`src/rtl/ascii_frame_sequencer.sv`:
```
// ============================================================================
//  Module      : ascii_frame_sequencer
//  Description : Round-robin arbiter feeding a shared signed-int to ASCII
//                converter ("+ddd"/"-ddd" plus terminator) streamed over a
//                valid/ready byte interface. ASCII_FRAME_CRLF_EN selects a
//                CR LF terminator instead of LF only.
//  Revision    : 1.0 - initial release
// ============================================================================
`default_nettype none

module ascii_frame_sequencer #(
    parameter int N_REQ = 2,
    parameter int SEL_W = 2
) (
    input  logic                   clk,
    input  logic                   rst_n,
    input  logic [N_REQ-1:0]       req_valid,
    input  logic [32*N_REQ-1:0]    req_value,
    output logic [N_REQ-1:0]       req_ready,
    output logic [7:0]             tx_data,
    output logic                   tx_valid,
    input  logic                   tx_ready,
    output logic                   busy,
    output logic [SEL_W-1:0]       cur_src
);

    localparam logic [1:0] c_st_idle = 2'd0;
    localparam logic [1:0] c_st_hund = 2'd1;
    localparam logic [1:0] c_st_tens = 2'd2;
    localparam logic [1:0] c_st_send = 2'd3;

`ifdef ASCII_FRAME_CRLF_EN
    localparam logic [2:0] c_last_idx = 3'd5;
`else
    localparam logic [2:0] c_last_idx = 3'd4;
`endif

    logic [1:0]       r_state;
    logic [1:0]       w_next_state;
    logic [SEL_W-1:0] r_rr_ptr;
    logic [SEL_W-1:0] r_cur_src;
    logic             r_neg;
    logic [9:0]       r_rem;
    logic [3:0]       r_h;
    logic [3:0]       r_t;
    logic [2:0]       r_idx;
    logic [7:0]       r_tx_data;
    logic             r_tx_valid;

    logic             w_any;
    logic [SEL_W-1:0] w_gnt_idx;
    logic             w_grant;
    logic [31:0]      w_sel_value;
    logic [32:0]      w_mag;
    logic [9:0]       w_mag_sat;
    logic             w_hs;
    logic [2:0]       w_nidx;
    logic [7:0]       w_next_byte;

    // Cyclic search starting at r_rr_ptr; iterating backwards lets the
    // closest candidate overwrite farther ones.
    always_comb begin : p_arb
        logic [2**SEL_W-1:0] v_valid;
        logic [SEL_W:0]      v_sum;
        v_valid              = '0;
        v_valid[N_REQ-1:0]   = req_valid;
        v_sum                = '0;
        w_any                = 1'b0;
        w_gnt_idx            = '0;
        for (int k = N_REQ - 1; k >= 0; k--) begin
            v_sum = {1'b0, r_rr_ptr} + (SEL_W+1)'(k);
            if (v_sum >= (SEL_W+1)'(N_REQ)) begin
                v_sum = v_sum - (SEL_W+1)'(N_REQ);
            end
            if (v_valid[v_sum[SEL_W-1:0]]) begin
                w_any     = 1'b1;
                w_gnt_idx = v_sum[SEL_W-1:0];
            end
        end
    end

    always_comb begin
        w_sel_value = '0;
        for (int i = 0; i < N_REQ; i++) begin
            if (w_gnt_idx == SEL_W'(i)) begin
                w_sel_value = req_value[32*i +: 32];
            end
        end
    end

    // 33-bit magnitude so that -2^31 negates without wrapping.
    assign w_mag     = w_sel_value[31] ? (33'd0 - {1'b1, w_sel_value}) : {1'b0, w_sel_value};
    assign w_mag_sat = (w_mag > 33'd999) ? 10'd999 : w_mag[9:0];

    assign w_grant = (r_state == c_st_idle) && w_any;
    assign w_hs    = r_tx_valid && tx_ready;
    assign w_nidx  = r_idx + 3'd1;

    always_comb begin
        case (w_nidx)
            3'd1:    w_next_byte = 8'h30 + {4'h0, r_h};
            3'd2:    w_next_byte = 8'h30 + {4'h0, r_t};
            3'd3:    w_next_byte = 8'h30 + {4'h0, r_rem[3:0]};
`ifdef ASCII_FRAME_CRLF_EN
            3'd4:    w_next_byte = 8'h0D;
`endif
            default: w_next_byte = 8'h0A;
        endcase
    end

    // State register
    always_ff @(posedge clk or negedge rst_n) begin
        if (!rst_n) begin
            r_state <= c_st_idle;
        end else begin
            r_state <= w_next_state;
        end
    end

    // Next-state logic
    always_comb begin
        w_next_state = r_state;
        case (r_state)
            c_st_idle: if (w_any)                          w_next_state = c_st_hund;
            c_st_hund: if (r_rem < 10'd100)                w_next_state = c_st_tens;
            c_st_tens: if (r_rem < 10'd10)                 w_next_state = c_st_send;
            c_st_send: if (w_hs && (r_idx == c_last_idx))  w_next_state = c_st_idle;
            default:                                       w_next_state = c_st_idle;
        endcase
    end

    // Output logic; rst_n gating keeps req_ready low while reset is held.
    always_comb begin
        busy = (r_state != c_st_idle);
        for (int i = 0; i < N_REQ; i++) begin
            req_ready[i] = rst_n && w_grant && (w_gnt_idx == SEL_W'(i));
        end
    end

    always_ff @(posedge clk or negedge rst_n) begin
        if (!rst_n) begin
            r_rr_ptr   <= '0;
            r_cur_src  <= '0;
            r_neg      <= 1'b0;
            r_rem      <= '0;
            r_h        <= '0;
            r_t        <= '0;
            r_idx      <= '0;
            r_tx_data  <= '0;
            r_tx_valid <= 1'b0;
        end else begin
            case (r_state)
                c_st_idle: begin
                    if (w_any) begin
                        r_neg     <= w_sel_value[31];
                        r_rem     <= w_mag_sat;
                        r_h       <= '0;
                        r_t       <= '0;
                        r_cur_src <= w_gnt_idx;
                        r_rr_ptr  <= (w_gnt_idx == SEL_W'(N_REQ - 1)) ? '0 : w_gnt_idx + SEL_W'(1);
                    end
                end
                c_st_hund: begin
                    if (r_rem >= 10'd100) begin
                        r_rem <= r_rem - 10'd100;
                        r_h   <= r_h + 4'd1;
                    end
                end
                c_st_tens: begin
                    if (r_rem >= 10'd10) begin
                        r_rem <= r_rem - 10'd10;
                        r_t   <= r_t + 4'd1;
                    end else begin
                        r_idx      <= '0;
                        r_tx_data  <= r_neg ? 8'h2D : 8'h2B;
                        r_tx_valid <= 1'b1;
                    end
                end
                c_st_send: begin
                    if (w_hs) begin
                        if (r_idx == c_last_idx) begin
                            r_tx_valid <= 1'b0;
                        end else begin
                            r_idx     <= w_nidx;
                            r_tx_data <= w_next_byte;
                        end
                    end
                end
                default: ;
            endcase
        end
    end

    assign tx_data  = r_tx_data;
    assign tx_valid = r_tx_valid;
    assign cur_src  = r_cur_src;

endmodule

`default_nettype wire

```
`config.mk`:
```
export PLATFORM = sky130hd
export DESIGN_NAME = ascii_frame_sequencer
export DESIGN_NICKNAME = d
export VERILOG_FILES = /design/src/rtl/ascii_frame_sequencer.sv
export SDC_FILE = /design/constraint.sdc
export NUM_CORES = 1
export LEC_CHECK = 0
export CORE_MARGIN = 2
export CORE_UTILIZATION = 25
export DETAILED_ROUTE_END_ITERATION = 12
export SLEW_MARGIN = 20
export SYNTH_ARGS = -nofsm -noshare
export SYNTH_HDL_FRONTEND = slang
export SYNTH_SLANG_ARGS = --single-unit
```
`constraint.sdc`:
```
create_clock -name clk -period 5.27 [get_ports clk]
set_input_delay 1.054 -clock clk [delete_from_list [all_inputs] [get_ports clk]]
set_output_delay 1.054 -clock clk [all_outputs]
set_load 0.03 [all_outputs]
```
Word level (Yosys, flattened, before mapping). Cells that the tools add are included.

$add $sub $neg: 13. $lt $le $gt $ge: 9. Equality and inequality tests: 18. Muxes and demuxes: 43. Reduce and logical (&&, ||, !) cells: 20.

Operators with widths (number): $mux 32 (2); $mux 10 (4); $gt 33x10->1 const B (1); $mux 33 (1); $sub 1x33->33 const A (1); $pmux 10 s3 (1); $mux 8 (3); $add 6x4->7 const A (3); $pmux 7 s3 (1); $ne 2x2->1 const B (10); $mux 2 (9); $pmux 4 s2 (2); $pmux 8 s2 (1); $reduce_and 4->1 (4); $mux 3 (4); $mux 4 (3); $ge 10x4->1 const B (1); $ge 10x7->1 const B (1); $lt 10x4->1 const B (1); $lt 10x7->1 const B (1); $sub 10x4->10 const B (1); $sub 10x7->10 const B (1); $add 4x1->4 const B (2); $pmux 2 s4 (1); other kinds (22) (44).

Register bits after elaboration: 37. Output and inout bits: 14. Logic and storage cells: 113.

Longest topological paths before layout. Gate-level depths: netlist of run 1.

Depth in word-level cells: 16. Depth in mapped cells: 15. Depth with buffers taken out: 12.

Worst setup path before layout of run 1. Ideal clock, no wire load.

Path kind: input -> register. Start: input port req_valid[0]. End: register r_rem[0]. Library setup time: 155 ps. Data arrival time: 4634 ps. Data required time: 5115 ps. Path slack: 481 ps. Cell stages on the path: 15. Path buffers: 3. Cells stage by stage: nor2b_1 -> buf_4 -> nor2_4 -> buf_2 -> buf_2 -> mux2i_1 -> ha_1 -> or4b_2 -> a2111oi_0 -> a211oi_1 -> xnor2_1 -> and4_1 -> a211o_1 -> nor4_4 -> a41oi_1.

Longest elaborated chain between the ends: 13. Elaborated cells between the ends (all ways): 20. Those cells by class: add/sub (1); order compare (1); eq/ne (2); mux (14); reduce/logical (2).

Ends and longest elaborated chain: from (decl) (line 17) `input logic [N_REQ-1:0] req_valid,`; $bmux 1 s2 (line 75) `if (v_valid[v_sum[SEL_W-1:0]]) begin`; $mux 1 (not written as such) (line 75); $mux 2 (2 in series) (line 75); $logic_not 2->1 (line 85) `if (w_gnt_idx == SEL_W'(i)) begin`; $mux 32 (2 in series) (line 85); $sub 1x33->33 (line 92) `assign w_mag = w_sel_value[31] ? (33'd0 - {1'b1, w_sel_value}) : {1'b0, w_sel_value};`; $mux 33 (line 92); $gt 33x10->1 (line 93) `assign w_mag_sat = (w_mag > 33'd999) ? 10'd999 : w_mag[9:0];`; $mux 10 (line 93); $mux 10 (line 154) `if (w_any) begin`; $pmux 10 s3 (line 152) `case (r_state)`; to (signal assigned) (line 156) `r_rem <= w_mag_sat;`; to (signal assigned) (line 165) `r_rem <= r_rem - 10'd100;`; to (signal assigned) (line 171) `r_rem <= r_rem - 10'd10;`; to (decl) (line 43) `logic [9:0] r_rem;`.

Several ways; a longest one is shown, not always the timed one. The select of a mux whose other input is x is not followed. A chain may end at the register's enable or synchronous reset.

Worst setup path in the final report of run 1.
Start: input port req_valid[0]. End: register r_rem[9].

Same word-level chain as after synthesis.

==> metrics.txt, run 1 <==
status=complete, but fails checks; failing checks=design-rule violations; critical path launch point type=primary input; antenna violations before repair=0; largest area contributor in the netlist=dfrtp_1; most frequent cells in the layout=78 x clkdlybuf4s50_1, 49 x nand2_1, 45 x nor2_1; Post-Syn Instances=roughly 600; worst reg2reg startpoint=r_rr_ptr[0]; maxcap violations=0; CTS tree=done; Crit Path Class=in2reg; row count=49; CTS sink count=35; Root Buffer Master=clkbuf_16; Top Ports=83; hpwl dp=12.6 mm; fraction of layout cells with a size suffix above 1=under 10%; internal power=0.00115 W; Max Root-Sink Buffers=2; post-CTS sizing=0; yosys warns=0; DR WL/cell=18.1 µm; Min-Delay Startpoint=tx_data[2]; Post-synth EDFFs=0; sequential fraction of the synthesis area=18.9%; first-pass GRT wire length=~26 mm; Initial Util=between 20% and 30%; area delta synth->final=24.6%; power share of the sequential group=23.2%; DIE HEIGHT=between 100 and 150 µm; crit share post-route=91.0%; Peak VDD IR=0.142 mV; worst slack, placed=0.179 ns; most common cell after layout, fill and taps aside=clkdlybuf4s50_1; Critical Path AT=4.92 ns; ANT nets after route=0; htree depth=2; DRC=1; final worst slack=around 0.47 ns; Worst Max-Slew Pin Slew=roughly 0.66 ns; Post-DP Area=5630 µm²; setup TNS=0 ns; crit end category=register; Post-CTS Repair Setup Buffers=0; Pwr Density=397 nW/µm²; pin count of the biggest net entering global routing=37; fin area=5780 µm²; internal reg-to-reg setup slack=1.29 ns; Yosys cell types=between 80 and 90; switching share of power=50.1%; leakage=2.13 nW; post-layout minimum cycle time=4.80 ns; Net Sw Power=0.00115 W; mean number of vias per cell=about 5.8; hold buffer count at cts=0; top-area cell type share of the netlist area=18.9%; final core utilization=a little under a third; Vias=around 5.2k; total gr overflow=0; Most used DFF post-synth=dfrtp_1; full die area=a little under 20000 µm²; fmax=208 MHz; Synth Area per Inst=7.74 µm²; Slew HR=56.3%; setup violators final=0; chip width=around 140 µm; flops & latches, synth=35; clock share of power=a little over an eighth; Final Power=0.00229 W; Layout Skew=0.00348 ns; min-delay worst type=reg2reg; overall routing resource usage=16.1%; worst setup path start=req_valid[0]; max-slew violation count=0; critical path peak fanout=10; Worst-Skew Late Latency=0.28 ns; Mapped Area=4640 µm²; Ant. Diodes=0; endpoints failing hold=0; PortBufs=80; ys async rst share=100%; RSZ-0062 raised after global routing=false; via count of the first global-routing pass=4873; cts bufs inserted=5; first-pass detailed-route iteration total=9; gpl congestion=0.952; required time worst endpoint=5.39 ns; largest cells by area after synthesis=dfrtp_1 19%, mux2i_1 5.2%, ha_1 4.9%, nor3_1 4.2%, a21oi_1 4.1%; wirelength, routed=~16 mm; core area=18100 µm²; Gate power share=63.8%; DRT iter0 DRCs=between 400 and 500; nets=751; Clock transition at path regs=0.06 ns
==> power by group through the flow <==
stage	Clock, W	Combinational [W]	Sequential, W
after floorplan	0	0.00105	0.000512
after global placement	0	0.00144	0.000531
after detailed placement	0	0.00145	0.000535
after CTS	0.000304	0.00146	0.000531
after global routing	0.000314	0.00163	0.000551
final	0.000299	0.00146	0.000532
==> synthesized netlist by cell type (all sizes together), types with 4 or more instances <==
cell and instances:
o21ai 35, clkbuf 22, inv 15, a21boi 6, nand2b 4, buf 12, or3 14, xnor2 11
mux2i 24, and2 7, nand4b 4, nor4 13, o211ai 11, nor3 40, mux2 5, xor2 10
or4 9, nor4b 4, a211oi 11, nor2b 4, a21oi 38, nand2 49, nand4 9, ha 18
a22o 9, dfrtp 35, and3 8, a221oi 7, a21o 11, nor2 46, nand3 22, o221ai 6
a2111oi 5, a31oi 12, o31ai 5, o22ai 4, a22oi 6
==> worst max-delay path, cell delays in order <==
cell and delay, ns:
clkdlybuf4s50_1 0.47, nor2b_1 0.26, nor2_4 0.09, mux2i_1 0.27, ha_1 0.31, or4b_2 0.64, a2111oi_0 0.40, a211oi_1 0.11
xnor2_1 0.18, and4_1 0.22, a211o_1 0.33, nor4_4 0.38, a41oi_1 0.20
==> path summary, 6_finish.rpt <==
kind                               to  cells after the start
setup reg to reg             r_rem[9]                     12
hold reg to reg            tx_data[2]                      2
setup / recovery             r_rem[9]                     13
hold / removal             tx_data[2]                      2
min in group asynchronous    r_idx[2]                      2
max in group asynchronous    r_rem[1]                      2
==> per-stage QoR <==
stage,cells,hold WS [ns]
floorplan,600,0.442
global route,893,0.496
global placement,886,0.462
finish,893,0.475
detailed placement,886,0.469
CTS,893,0.482
==> sequential cells by signal, indices dropped and copies added, names as in the netlist <==
register and count:
cur_src 2, r_neg 1, tx_valid 1, r_state 2
r_h 4, r_rem 10, tx_data 6, r_t 4
r_idx 3, r_rr_ptr 2
==> metal layers <==
layer,routed length [µm],track usage [%],share of wire [%]
met1,7520,23.1,46
met2,7400,25.6,46
met3,960,1.95,5.9
met5,0,0,0
met4,327,4.09,2.0
==> cell type report <==
type / instances / area (µm²)
repair buffers: 91 / 876
multi-input cells: 515 / 3540
clock inverters: 1 / 5.00
flip-flops and latches: 35 / 876
well taps: 229 / 287
fillers: 1918 / 12300
clock buffers: 6 / 139
inverters: 16 / 60.1
==> cell families after synthesis <==
kind of cell             count (synthesis)  share of synthesized area (%)
AO/OA/AOI/OAI                          197                           31.1
multiplexers                            29                           6.40
other                                    1                         0.0809
flip-flops                              35                           18.9
adder cells (fa/ha/maj)                 18                           4.86
XOR/XNOR                                21                           3.97
buffers and inverters                   50                           4.91
AND/OR/NAND/NOR                        248                           29.8
Power figures use the tool's default switching activity.
==> inputs of run 2 (changes only) <==
--- a/config.mk
+++ b/config.mk
@@ -8,6 +8,7 @@
 export CORE_MARGIN = 2
 export CORE_UTILIZATION = 25
 export DETAILED_ROUTE_END_ITERATION = 12
+export GPL_TIMING_DRIVEN = 0
 export SLEW_MARGIN = 20
 export SYNTH_ARGS = -nofsm -noshare
 export SYNTH_HDL_FRONTEND = slang
==> metrics.txt, run 2 (synthesis results as in run 1) <==
status=complete, but fails checks; failing checks=design-rule violations; Slew HR=a little under half; Critical Path, Cell by Cell=dlygate4sd2_1 -> nor2b_1 -> buf_4 -> nor2_4 -> buf_6 -> mux2i_4 -> ha_4 -> or4b_2 -> o32a_1 -> a221oi_2 -> o211ai_1 -> a211o_1 -> nor4_4 -> buf_4 -> a41oi_1; Peak VDD IR=0.184 mV; Critical Path AT=5.16 ns; DRC=1; worst-path cell with the longest stage delay=or4b_2; internal reg-to-reg setup slack=1.02 ns; fin area=6020 µm²; overall routing resource usage=17.0%; CTS tree=done; FF-to-FF End=r_rem[9]; cells on worst reg2reg path=14; total gr overflow=0; hold buffer count at cts=0; RSZ-0062 raised after global routing=false; Root Buffer Master=clkbuf_16; Final Non-Filler Cells=920; hpwl dp=approximately 13 mm; Max Root-Sink Buffers=2; PortBufs=between 70 and 80; htree depth=2; DIE HEIGHT=roughly 140 µm; crit end category=register; setup TNS=0 ns; most common cell after layout, fill and taps aside=clkdlybuf4s50_1; full die area=19600 µm²; fmax=199 MHz; gpl congestion=~0.93; setup violators final=0; first-pass detailed-route iteration total=9; Worst-Skew Late Latency=0.28 ns; leakage=about 2.2 nW; antenna violations before repair=0; chip width=140 µm; DRT iter0 DRCs=between 500 and 600; worst reg2reg startpoint=r_rr_ptr[0]; endpoints failing hold=0; cts bufs inserted=5; crit share post-route=95.3%; min-delay worst type=reg2reg; row count=49; pin count of the biggest net entering global routing=24; nets=~800; max-slew violation count=0; Initial Util=25.6%; Biggest register=r_rem; hold_ws=0.462 ns; Crit Path Class=in2reg; Ant. Diodes=0; fraction of layout cells with a size suffix above 1=under 10%; first-pass GRT wire length=27.3 mm; DR WL/cell=18.1 µm; Layout Skew=between 0.005 and 0.006 ns; mean number of vias per cell=5.78; Crit path largest cell delay=about 0.64 ns; final core utilization=33.3%; Worst Max-Slew Pin Slew=0.799 ns; ANT nets after route=0; Post-DP Area=5740 µm²; area delta synth->final=29.8%; via count of the first global-routing pass=5143; CTS sink count=35; placed cells=909; most frequent cells in the layout=77 x clkdlybuf4s50_1, 49 x nand2_1, 45 x nor2_1; wirelength, routed=16.6 mm; post-layout minimum cycle time=5.02 ns; critical path peak fanout=19; critical path launch point type=primary input; core area=18100 µm²; Vias=about 5.3k; Top Ports=83; Setup crit end=r_rem[9]; max reg flops=10; CP most frequent cell=buf_4; Clock transition at path regs=about 0.06 ns; maxcap violations=0; worst setup path start=req_valid[0]; Pwr Density=406 nW/µm²; required time worst endpoint=5.41 ns
==> run 2: worst min path at each step <==
| stage | from | end | slack (ns) | depth (start not counted) |
|---|---|---|---|---|
| after detailed placement | tx_data[2] | tx_data[2] | 0.45 | 2 |
| after CTS | tx_data[2] | tx_data[2] | 0.47 | 2 |
| after global placement | r_neg | r_neg | 0.46 | 2 |
| after floorplan | r_neg | r_neg | 0.44 | 2 |
| final | tx_data[2] | tx_data[2] | 0.46 | 2 |
| after global routing | cur_src[1] | cur_src[1] | 0.51 | 1 |
==> run 2: area by class of cell <==
class                      count  area [µm²]
timing repair buffer          84         842
buffer                        33         169
clock buffer                   5         125
sequential                    35         876
tap                          229         287
fill                        1910       12100
inverter                      16        60.1
multi-input combinational    515        3590
clock inverter                 3        67.6
==> run 2: layer usage <==
layer	part of all wire [%]	GRT usage, %	routed length [µm]
met1	47	24.1	7790
met2	45	26.9	7440
met3	6.0	2.19	991
met4	2.5	4.94	414
met5	0	0	0
==> run 2: worst max-delay path, delay by kind of cell <==
kind | cells | cell delay (ns)
and+or+nand+nor | 4 | 1.19
buffers and inverters | 4 | 0.94
muxes | 1 | 0.34
AOI/OAI and AO/OA | 5 | 1.40
adders and majority gates | 1 | 0.21
==> run 2: what timing repair did <==
item	4_1_cts	5_1_grt
cloned	0	0
setup buffers	3	1
pin swaps	4	1
gates resized for setup	14	1
setup endpoints to repair	10	10
==> run 2: metrics by stage <==
step / power, W / setup slack (ns)
2_1_floorplan: 0.00156 / 0.481
3_3_place_gp: 0.00202 / -1.14
3_5_place_dp: 0.00203 / -1.20
4_1_cts: 0.00244 / 0.166
5_1_grt: 0.00265 / 0.0605
6_report: 0.00244 / 0.248
==> run 2: power by group <==
part	switching (W)	internal, W	leakage, nW
clock network	0.000116	0.000271	0.0900
logic	0.000955	0.000611	1.67
registers	0.000109	0.000383	0.433
total	0.00118	0.00126	2.20
==> inputs of run 3 (changes only) <==
--- a/config.mk
+++ b/config.mk
@@ -5,7 +5,7 @@
 export SDC_FILE = /design/constraint.sdc
 export NUM_CORES = 1
 export LEC_CHECK = 0
-export CORE_MARGIN = 2
+export CAP_MARGIN = 10
 export CORE_UTILIZATION = 25
 export DETAILED_ROUTE_END_ITERATION = 12
 export GPL_TIMING_DRIVEN = 0
==> metrics.txt, run 3 (synthesis results as in run 1) <==
fmax=195 MHz; Pwr Density=401 nW/µm²; RSZ-0062 raised after global routing=false; # fillers=1883; Max Root-Sink Buffers=2; wirelength, routed=16.7 mm; worst reg2reg startpoint=r_rr_ptr[0]; Initial Util=around 26%; setup TNS=0 ns; Biggest register=r_rem; cells on worst reg2reg path=15; first-pass detailed-route iteration total=9; area delta synth->final=29.9%; antenna violations before repair=0; DRT iter0 DRCs=415; Min-Delay Startpoint=tx_data[1]; PortBufs=79; internal reg-to-reg setup slack=0.89 ns; chip width=138 µm; FF-to-FF End=r_rem[9]; gpl congestion=0.951; row count=49; Worst-Skew Late Latency=0.28 ns; post-layout minimum cycle time=5.14 ns; Critical Path AT=5.27 ns; pin count of the biggest net entering global routing=26; DRC=2; first-pass GRT wire length=roughly 27 mm; Clock transition at path regs=0.06 ns; Root Buffer Master=clkbuf_16; most frequent cells in the layout=77 x clkdlybuf4s50_1, 49 x nand2_1, 45 x nor2_1; Slew HR=51.5%; critical path peak fanout=10; nets=781; CTS tree=done; worst setup path start=req_valid[0]; ANT nets after route=0; met3 GRT Util=2.84%; Most Crowded Layer GR=met2; fraction of layout cells with a size suffix above 1=10.4%; cts bufs inserted=5; endpoints failing hold=0; mean number of vias per cell=~5.8; CTS sink count=35; status=complete, but fails checks; crit end category=register; core area=18100 µm²; Ant. Diodes=0; failing checks=design-rule violations; critical path launch point type=primary input; hpwl dp=13.1 mm; via count of the first global-routing pass=5095; max-slew violation count=0; Vias=5329; GR Layer Usage met1=23.8%; htree depth=2; setup violators final=0; sequential cell area=876 µm²; full die area=19100 µm²; Top Ports=between 80 and 90; hold_ws=0.476 ns; DR WL/cell=roughly 18 µm; Setup crit end=r_rem[9]; total gr overflow=0; leakage=2.21 nW; Worst Max-Slew Pin Slew=between 0.7 and 0.8 ns; Peak VDD IR=0.180 mV; overall routing resource usage=17.4%; max reg flops=10; most common cell after layout, fill and taps aside=clkdlybuf4s50_1; required time worst endpoint=5.40 ns; Layout Skew=around 0.0044 ns; crit share post-route=a little over nine tenths; min-delay worst type=reg2reg; met2 usage in global routing=27.3%; Multi-input gate area=3590 µm²; DIE HEIGHT=138 µm; Crit Path Class=in2reg; maxcap violations=0
## run 3: layer usage
metal / wire, µm / vias up
met5: 0 / -
met4: 485 / 0
met3: 1420 / 45
met2: 7270 / 270
met1: 7510 / 2481
li1: - / 2533
## run 3: through the flow
| stage | instance area (µm²) | utilization (%) | setup WS (ns) | instances | power (W) |
|---|---|---|---|---|---|
| floorplan | 4640 | - | 0.481 | 600 | 0.00156 |
| global placement | 5720 | 31.6 | -1.18 | 908 | 0.00202 |
| detailed placement | 5730 | 31.7 | -1.21 | 909 | 0.00203 |
| CTS | 6000 | 33.2 | 0.170 | 922 | 0.00240 |
| global route | 6020 | 33.3 | 0.00379 | 924 | 0.00262 |
| finish | 6020 | 33.3 | 0.135 | 924 | 0.00242 |
## run 3: worst min path at each step
| stage | endpoint | slack (ns) | depth (start not counted) |
|---|---|---|---|
| 3_5_place_dp | tx_data[2] | 0.46 | 2 |
| 3_3_place_gp | r_neg | 0.46 | 2 |
| 2_1_floorplan | r_neg | 0.44 | 2 |
| 5_1_grt | tx_data[1] | 0.50 | 2 |
| 4_1_cts | tx_data[2] | 0.48 | 2 |
| 6_report | tx_data[1] | 0.48 | 2 |
## run 3: critical path: stages
cell,delay [ns]
dlygate4sd2_1,0.30
nor2b_1,0.16
buf_4,0.19
nor2_4,0.14
buf_6,0.20
buf_6,0.20
mux2i_4,0.32
ha_4,0.21
or4b_2,0.64
o32a_1,0.46
a221oi_2,0.30
o211ai_1,0.18
a211o_1,0.34
nor4_4,0.25
buf_4,0.20
a41oi_1,0.11
## run 3: power breakdown
group          switching (W)  internal (W)
clock               0.000118      0.000235
sequential          0.000107      0.000383
combinational       0.000958      0.000614
## run 3: layout make-up
| type | instances | share of cell area [%] |
|---|---|---|
| Multi-Input combinational cell | 515 | 59.6 |
| Sequential cell | 35 | 14.5 |
| Timing Repair Buffer | 87 | 14.2 |
| Tap cell | 229 | 4.76 |
| Buffer | 34 | 2.99 |
| Clock buffer | 6 | 2.31 |
| Inverter | 16 | 0.998 |
| Clock inverter | 2 | 0.582 |
## run 3: timing repair
item,in CTS,in global routing
resized for setup,13,1
pin swaps,5,1
endpoints found under the setup margin,10,9
hold buffers,0,0
setup buffers,5,2
endpoints found under the hold margin,0,0
gates cloned,0,0
